<file path="src/rtl/frame_loader.sv">
// frame_loader: packs a serial 1-bit pixel stream into WIDTH-bit frames (ping-pong pair) and feeds the classifier.
// Latency: cls_en rises on the 2nd clock edge after a frame's last pixel; result published 1 cycle after accepted cls_ready.
// Backpressure: pix_ready drops while both buffers hold frames; HOLD waits on cls_ready with no timeout.
// Optional: define FRAME_LOADER_SOF_EN to add pix_sof realignment and the sticky sof_err flag.
module frame_loader #(
  parameter int WIDTH    = 25,
  parameter int MIN_HOLD = 6
) (
  input  logic             clk,
  input  logic             rst_n,
  input  logic             pix_valid,
  input  logic             pix_data,
`ifdef FRAME_LOADER_SOF_EN
  input  logic             pix_sof,
  output logic             sof_err,
`endif
  output logic             pix_ready,
  output logic [WIDTH-1:0] cls_in,
  output logic             cls_en,
  input  logic             cls_ready,
  input  logic [1:0]       cls_out,
  output logic [1:0]       res_class,
  output logic             res_valid,
  output logic             busy
);

  localparam int CW = $clog2(WIDTH + 1);
  localparam int HW = $clog2(MIN_HOLD + 1);
  localparam logic [CW-1:0] LAST_PIX  = CW'(WIDTH - 1);
  localparam logic [HW-1:0] LAST_HOLD = HW'(MIN_HOLD - 1);

  typedef enum logic [1:0] {IDLE = 2'd0, HOLD = 2'd1, GAP = 2'd2} state_t;

  logic [1:0][WIDTH-1:0] fbuf_q, fbuf_d;
  logic [1:0]            full_q, full_d, full_set, full_clr;
  logic                  wsel_q, wsel_d;
  logic                  rsel_q, rsel_d;
  logic [CW-1:0]         cnt_q, cnt_d, cnt_base;
  logic                  rdy_en_q, rdy_en_d;
  state_t                state_q, state_d;
  logic [HW-1:0]         hold_q, hold_d;
  logic [WIDTH-1:0]      cls_in_q, cls_in_d;
  logic                  cls_en_q, cls_en_d;
  logic [1:0]            res_class_q, res_class_d;
  logic                  res_valid_q, res_valid_d;
  logic                  xfer;
`ifdef FRAME_LOADER_SOF_EN
  logic                  sof_err_q, sof_err_d;
`endif

  // rdy_en_q keeps pix_ready low during reset and for the first cycle after it
  assign pix_ready = rdy_en_q & ~full_q[wsel_q];
  assign xfer      = pix_valid & pix_ready;
  assign cls_in    = cls_in_q;
  assign cls_en    = cls_en_q;
  assign res_class = res_class_q;
  assign res_valid = res_valid_q;
  assign busy      = (|full_q) | (state_q != IDLE);
`ifdef FRAME_LOADER_SOF_EN
  assign sof_err   = sof_err_q;
`endif

  // Fill side: shift accepted pixels into the write buffer, mark it full on the last pixel
  always_comb begin
    rdy_en_d = 1'b1;
    fbuf_d   = fbuf_q;
    wsel_d   = wsel_q;
    cnt_d    = cnt_q;
    cnt_base = cnt_q;
    full_set = 2'b00;
`ifdef FRAME_LOADER_SOF_EN
    sof_err_d = sof_err_q;
`endif
    if (xfer) begin
`ifdef FRAME_LOADER_SOF_EN
      // A start-of-frame pixel restarts the frame; any partial frame is dropped
      if (pix_sof) begin
        cnt_base = '0;
        if (cnt_q != '0) sof_err_d = 1'b1;
      end
`endif
      fbuf_d[wsel_q] = {fbuf_q[wsel_q][WIDTH-2:0], pix_data};
      if (cnt_base == LAST_PIX) begin
        full_set[wsel_q] = 1'b1;
        wsel_d           = ~wsel_q;
        cnt_d            = '0;
      end else begin
        cnt_d = cnt_base + CW'(1);
      end
    end
  end

  // Classify side: present a full buffer, hold for MIN_HOLD cycles, capture result, force one low cycle
  always_comb begin
    state_d     = state_q;
    hold_d      = hold_q;
    cls_in_d    = cls_in_q;
    cls_en_d    = cls_en_q;
    res_class_d = res_class_q;
    res_valid_d = 1'b0;
    rsel_d      = rsel_q;
    full_clr    = 2'b00;
    case (state_q)
      IDLE: begin
        if (full_q[rsel_q]) begin
          cls_in_d = fbuf_q[rsel_q];
          cls_en_d = 1'b1;
          hold_d   = '0;
          state_d  = HOLD;
        end
      end
      HOLD: begin
        if (hold_q != LAST_HOLD) begin
          hold_d = hold_q + HW'(1);
        end else if (cls_ready) begin
          res_class_d      = cls_out;
          res_valid_d      = 1'b1;
          full_clr[rsel_q] = 1'b1;
          rsel_d           = ~rsel_q;
          cls_en_d         = 1'b0;
          state_d          = GAP;
        end
      end
      GAP:     state_d = IDLE;
      default: state_d = IDLE;
    endcase
    // Fill completion and release always target different buffers, so both apply
    full_d = (full_q | full_set) & ~full_clr;
  end

  // All state registers, cleared asynchronously
  always_ff @(posedge clk or negedge rst_n) begin
    if (!rst_n) begin
      fbuf_q      <= '0;
      full_q      <= '0;
      wsel_q      <= 1'b0;
      rsel_q      <= 1'b0;
      cnt_q       <= '0;
      rdy_en_q    <= 1'b0;
      state_q     <= IDLE;
      hold_q      <= '0;
      cls_in_q    <= '0;
      cls_en_q    <= 1'b0;
      res_class_q <= 2'b00;
      res_valid_q <= 1'b0;
`ifdef FRAME_LOADER_SOF_EN
      sof_err_q   <= 1'b0;
`endif
    end else begin
      fbuf_q      <= fbuf_d;
      full_q      <= full_d;
      wsel_q      <= wsel_d;
      rsel_q      <= rsel_d;
      cnt_q       <= cnt_d;
      rdy_en_q    <= rdy_en_d;
      state_q     <= state_d;
      hold_q      <= hold_d;
      cls_in_q    <= cls_in_d;
      cls_en_q    <= cls_en_d;
      res_class_q <= res_class_d;
      res_valid_q <= res_valid_d;
`ifdef FRAME_LOADER_SOF_EN
      sof_err_q   <= sof_err_d;
`endif
    end
  end

endmodule

</file>
<file path="config.mk">
export PLATFORM = sky130hd
export DESIGN_NAME = frame_loader
export DESIGN_NICKNAME = d
export VERILOG_FILES = /design/src/rtl/frame_loader.sv
export SDC_FILE = /design/constraint.sdc
export NUM_CORES = 1
export LEC_CHECK = 0
export BUFFER_PORTS_ARGS = -buffer_cell sky130_fd_sc_hd__buf_2
export CAP_MARGIN = 10
export CORE_ASPECT_RATIO = 0.7
export CORE_MARGIN = 2
export CORE_UTILIZATION = 30
export CTS_CLUSTER_DIAMETER = 200
export DETAILED_ROUTE_END_ITERATION = 10
export GPL_ROUTABILITY_DRIVEN = 0
export MAX_ROUTING_LAYER = met4
export PLACE_DENSITY = 0.46
export SYNTH_ARGS = -nofsm -noshare
export SYNTH_HDL_FRONTEND = slang
export SYNTH_SLANG_ARGS = --single-unit
</file>
<file path="constraint.sdc">
create_clock -name clk -period 2.1 [get_ports clk]
set_input_delay 0.105 -clock clk [delete_from_list [all_inputs] [get_ports clk]]
set_output_delay 0.105 -clock clk [all_outputs]
set_load 0.03 [all_outputs]
</file>
==> impl_metrics.ini <==
[outcome]
status = completed

[pwr]
cellPowerDensity_mw_per_mm2 = 902
peakVddDrop_mv = 0.344
clock_group_share_of_total_power = 0.387
power.switching_uw = 1030
swShare = 0.246
internal_power_uw = 3160
comb_power_share = 0.093
power.static_leakage_uw = 0.00241
p_seq_frac = 0.519

[floorplanning]
fp-row-count = 35
floorplan.initialDensity = 0.305
dieArea_mm2 = 0.0142
pin_count = 38
core_region_area_mm2 = 0.0131
die_width_um = 142
die_h_um = 100

[yosys]
number_of_enable_type_register_cells_in_the_synthesized_netlist = 0
synth_area_per_cell_um2 = 13.2
mapped_cell_area_mm2 = 0.00399
ys_seq_elements = 94
synth_async_sr_flop_share = 1.00
yosys_warnings = 0
yosys.area.top_type_share = 0.590
synthCells = 302
yosys-top-cells-area = sky130_fd_sc_hd__dfrtp_1, sky130_fd_sc_hd__mux2_2, sky130_fd_sc_hd__mux2i_1
syn-num-nets = 313
synth.lib_cells_used.distinct = 44
synth_commonest_cells = sky130_fd_sc_hd__dfrtp_1, sky130_fd_sc_hd__mux2_2, sky130_fd_sc_hd__nand2_1
synth_most_common_cell = sky130_fd_sc_hd__dfrtp_1
netlist.top_cell.by_area = sky130_fd_sc_hd__dfrtp_1
yosysSeqAreaShare = 0.590
synth_ff_type = sky130_fd_sc_hd__dfrtp_1

[clock_network]
path_clk_slew_ns = 0.06
cts-htree-levels = 3
library_cell_used_as_clock_root_buffer = sky130_fd_sc_hd__clkbuf_16
clk_path_buf_depth = 2
clk-insertion-delay-late_ns = 0.33
numCtsBuffers = 9
cts_tree = done
post_cts_buffers = 0
cts.sink_count = 94

[grt]
grt_util_all_layers = 0.110
antenna_found_initial = 0
grt_start_max_net_pins = 83
grt_remaining_overflow = 0
wire_length_of_the_first_global_routing_pass_um = 12000
first_global_vias = 2389

[sta]
finalHoldViolations = 0
finalCritPeriodShare = 0.787
clock_skew_ns = 0.00816
post-route-min-period_ns = 1.65
final-setup-viol-count = 0
finalHoldWorstSlack_ns = 0.0133
timing.final.max_slew_violations = 0
grt_setup_unrepaired = no
final.setup.tns_ns = 0
max_clock_freq_ghz = 0.605

[worst_setup_path]
crit_required_ns = 2.00
worstSetupStartpointType = flip-flop
cp-end-kind = output pin
critPathArrivalTime_ns = 1.55
crit_path_max_fanout = 5
reg2reg_slack_ns = 0.57
setup.worst_path.class = flip-flop to output pin

[cells_and_area]
final-seq-area_mm2 = 0.00235
multiInputGateArea_mm2 = 0.00150
finalNetCount = 354
filler_cell_count = 1321
insertedDiodeCount = 0
layout-drive-gt1-share = 0.345
final_core_util = 0.356
area.growth.synth_to_final_pct = 16.7

[detailed_routing]
ant_nets = 0
routed_wl_um = 7030
dr_total_vias = 2319
drt_first_iter_violations = 63
drtPass1Iterations = 4
avgRoutedWirePerCell_um = 13.7
drcViolationCount = 0
routed_via_density = 4.51

[hold_path]
hold_path_class = primary input to flip-flop

[placed_design]
detailedPlacementHpwl_um = 4570
io_buffer_count = 37

[flow_run]
max-cap-violations = 0
-- worst max-delay path: stages (launching register included) --
cell                      delay (ns)
sky130_fd_sc_hd__dfrtp_1        0.45
sky130_fd_sc_hd__or4_1          0.57
sky130_fd_sc_hd__buf_2          0.20
-- per-layer routing --
layer | GRT usage | vias to the layer above | part of all wire | wire, um
li1 | - | 1144 | - | -
met1 | 0.147 | 1137 | 0.52 | 3640
met2 | 0.162 | 31 | 0.44 | 3060
met3 | 0.0320 | 7 | 0.036 | 253
met4 | 0.0369 | 0 | 0.010 | 72
met5 | - | - | 0 | 0
-- cell usage in the layout, fill, tap and decap left out, types with 3 or more instances in the layout --
| cell type | netlist | final |
|---|---|---|
| sky130_fd_sc_hd__o21ai_0 | 29 | 29 |
| sky130_fd_sc_hd__clkbuf_16 | 0 | 9 |
| sky130_fd_sc_hd__mux2i_1 | 27 | 27 |
| sky130_fd_sc_hd__buf_2 | 6 | 36 |
| sky130_fd_sc_hd__nor2_1 | 3 | 3 |
| sky130_fd_sc_hd__ha_1 | 4 | 4 |
| sky130_fd_sc_hd__nand3_1 | 3 | 3 |
| sky130_fd_sc_hd__buf_4 | 1 | 4 |
| sky130_fd_sc_hd__dfrtp_1 | 94 | 94 |
| sky130_fd_sc_hd__nand2_1 | 32 | 32 |
| sky130_fd_sc_hd__inv_1 | 7 | 7 |
| sky130_fd_sc_hd__and2_1 | 3 | 3 |
| sky130_fd_sc_hd__mux2_2 | 52 | 52 |
-- through the flow --
step | power [uW] | instance area (um^2) | instances | setup slack [ns]
2_1_floorplan | 2470 | 3990 | 302 | 0.684
3_3_place_gp | 2600 | 4330 | 496 | 0.616
3_5_place_dp | 2620 | 4330 | 496 | 0.581
4_1_cts | 4280 | 4650 | 514 | 0.424
5_1_grt | 4440 | 4650 | 514 | 0.334
6_report | 4200 | 4650 | 514 | 0.447
-- power by group through the flow --
stage | combinational (uW) | sequential [uW] | clock [uW]
after floorplan | 316 | 2150 | 0
after CTS | 402 | 2180 | 1700
after global placement | 382 | 2220 | 0
after global routing | 448 | 2220 | 1770
after detailed placement | 398 | 2220 | 0
final | 392 | 2180 | 1620
-- cells by family (layout without fill, tap and decap cells) --
logic type | after synthesis | count (layout) | share of synthesized area
AOI/OAI and AO/OA | 42 | 42 | 0.0587
buffers and inverters | 21 | 67 | 0.0342
other | 1 | 1 | 0.000941
and+or+nand+nor | 58 | 58 | 0.0798
DFF | 94 | 94 | 0.590
adders and majority gates | 4 | 4 | 0.0126
muxes | 81 | 81 | 0.221
xor gates and xnor gates | 1 | 1 | 0.00220
-- path summary, 6_finish.rpt --
kind / startpoint / endpoint / cells past startpoint
worst max-delay path: full_q[0]$_DFF_PN0_ / busy / 2
worst min-delay path: cls_out[1] / res_class[1]$_DFFE_PN0P_ / 2
worst max register to register: rdy_en_q$_DFF_PN0_ / fbuf_q[8]$_DFFE_PN0P_ / 4
worst min register to register: cls_in[24]$_DFFE_PN0P_ / cls_in[24]$_DFFE_PN0P_ / 2
max in group asynchronous: rst_n / wsel_q$_DFFE_PN0P_ / 3
min in group asynchronous: rst_n / cls_in[23]$_DFFE_PN0P_ / 2
-- flip-flops by register name (all words and copies together) (netlist names) --
name,flops
res_valid,1
res_class,2
rdy_en_q,1
cls_en,1
full_q,2
rsel_q,1
wsel_q,1
hold_q,3
fbuf_q,50
cnt_base,5
cls_in,25
state_q,2
-- timing repair --
item | 4_1_cts | 5_1_grt
hold buffers | 2 | 0
endpoints found under the setup margin | 0 | 0
hold endpoints to repair | 87 | 0
gates resized for setup | 0 | 0
-- area by class of cell --
cell class / count / share of cell area
inverter: 7 / 0.00565
clock buffer: 10 / 0.0492
clock inverter: 6 / 0.0148
tap: 166 / 0.0447
multi-input combinational: 187 / 0.322
timing repair buffer: 44 / 0.0581
sequential: 94 / 0.506
Power figures use the tool's default switching activity.
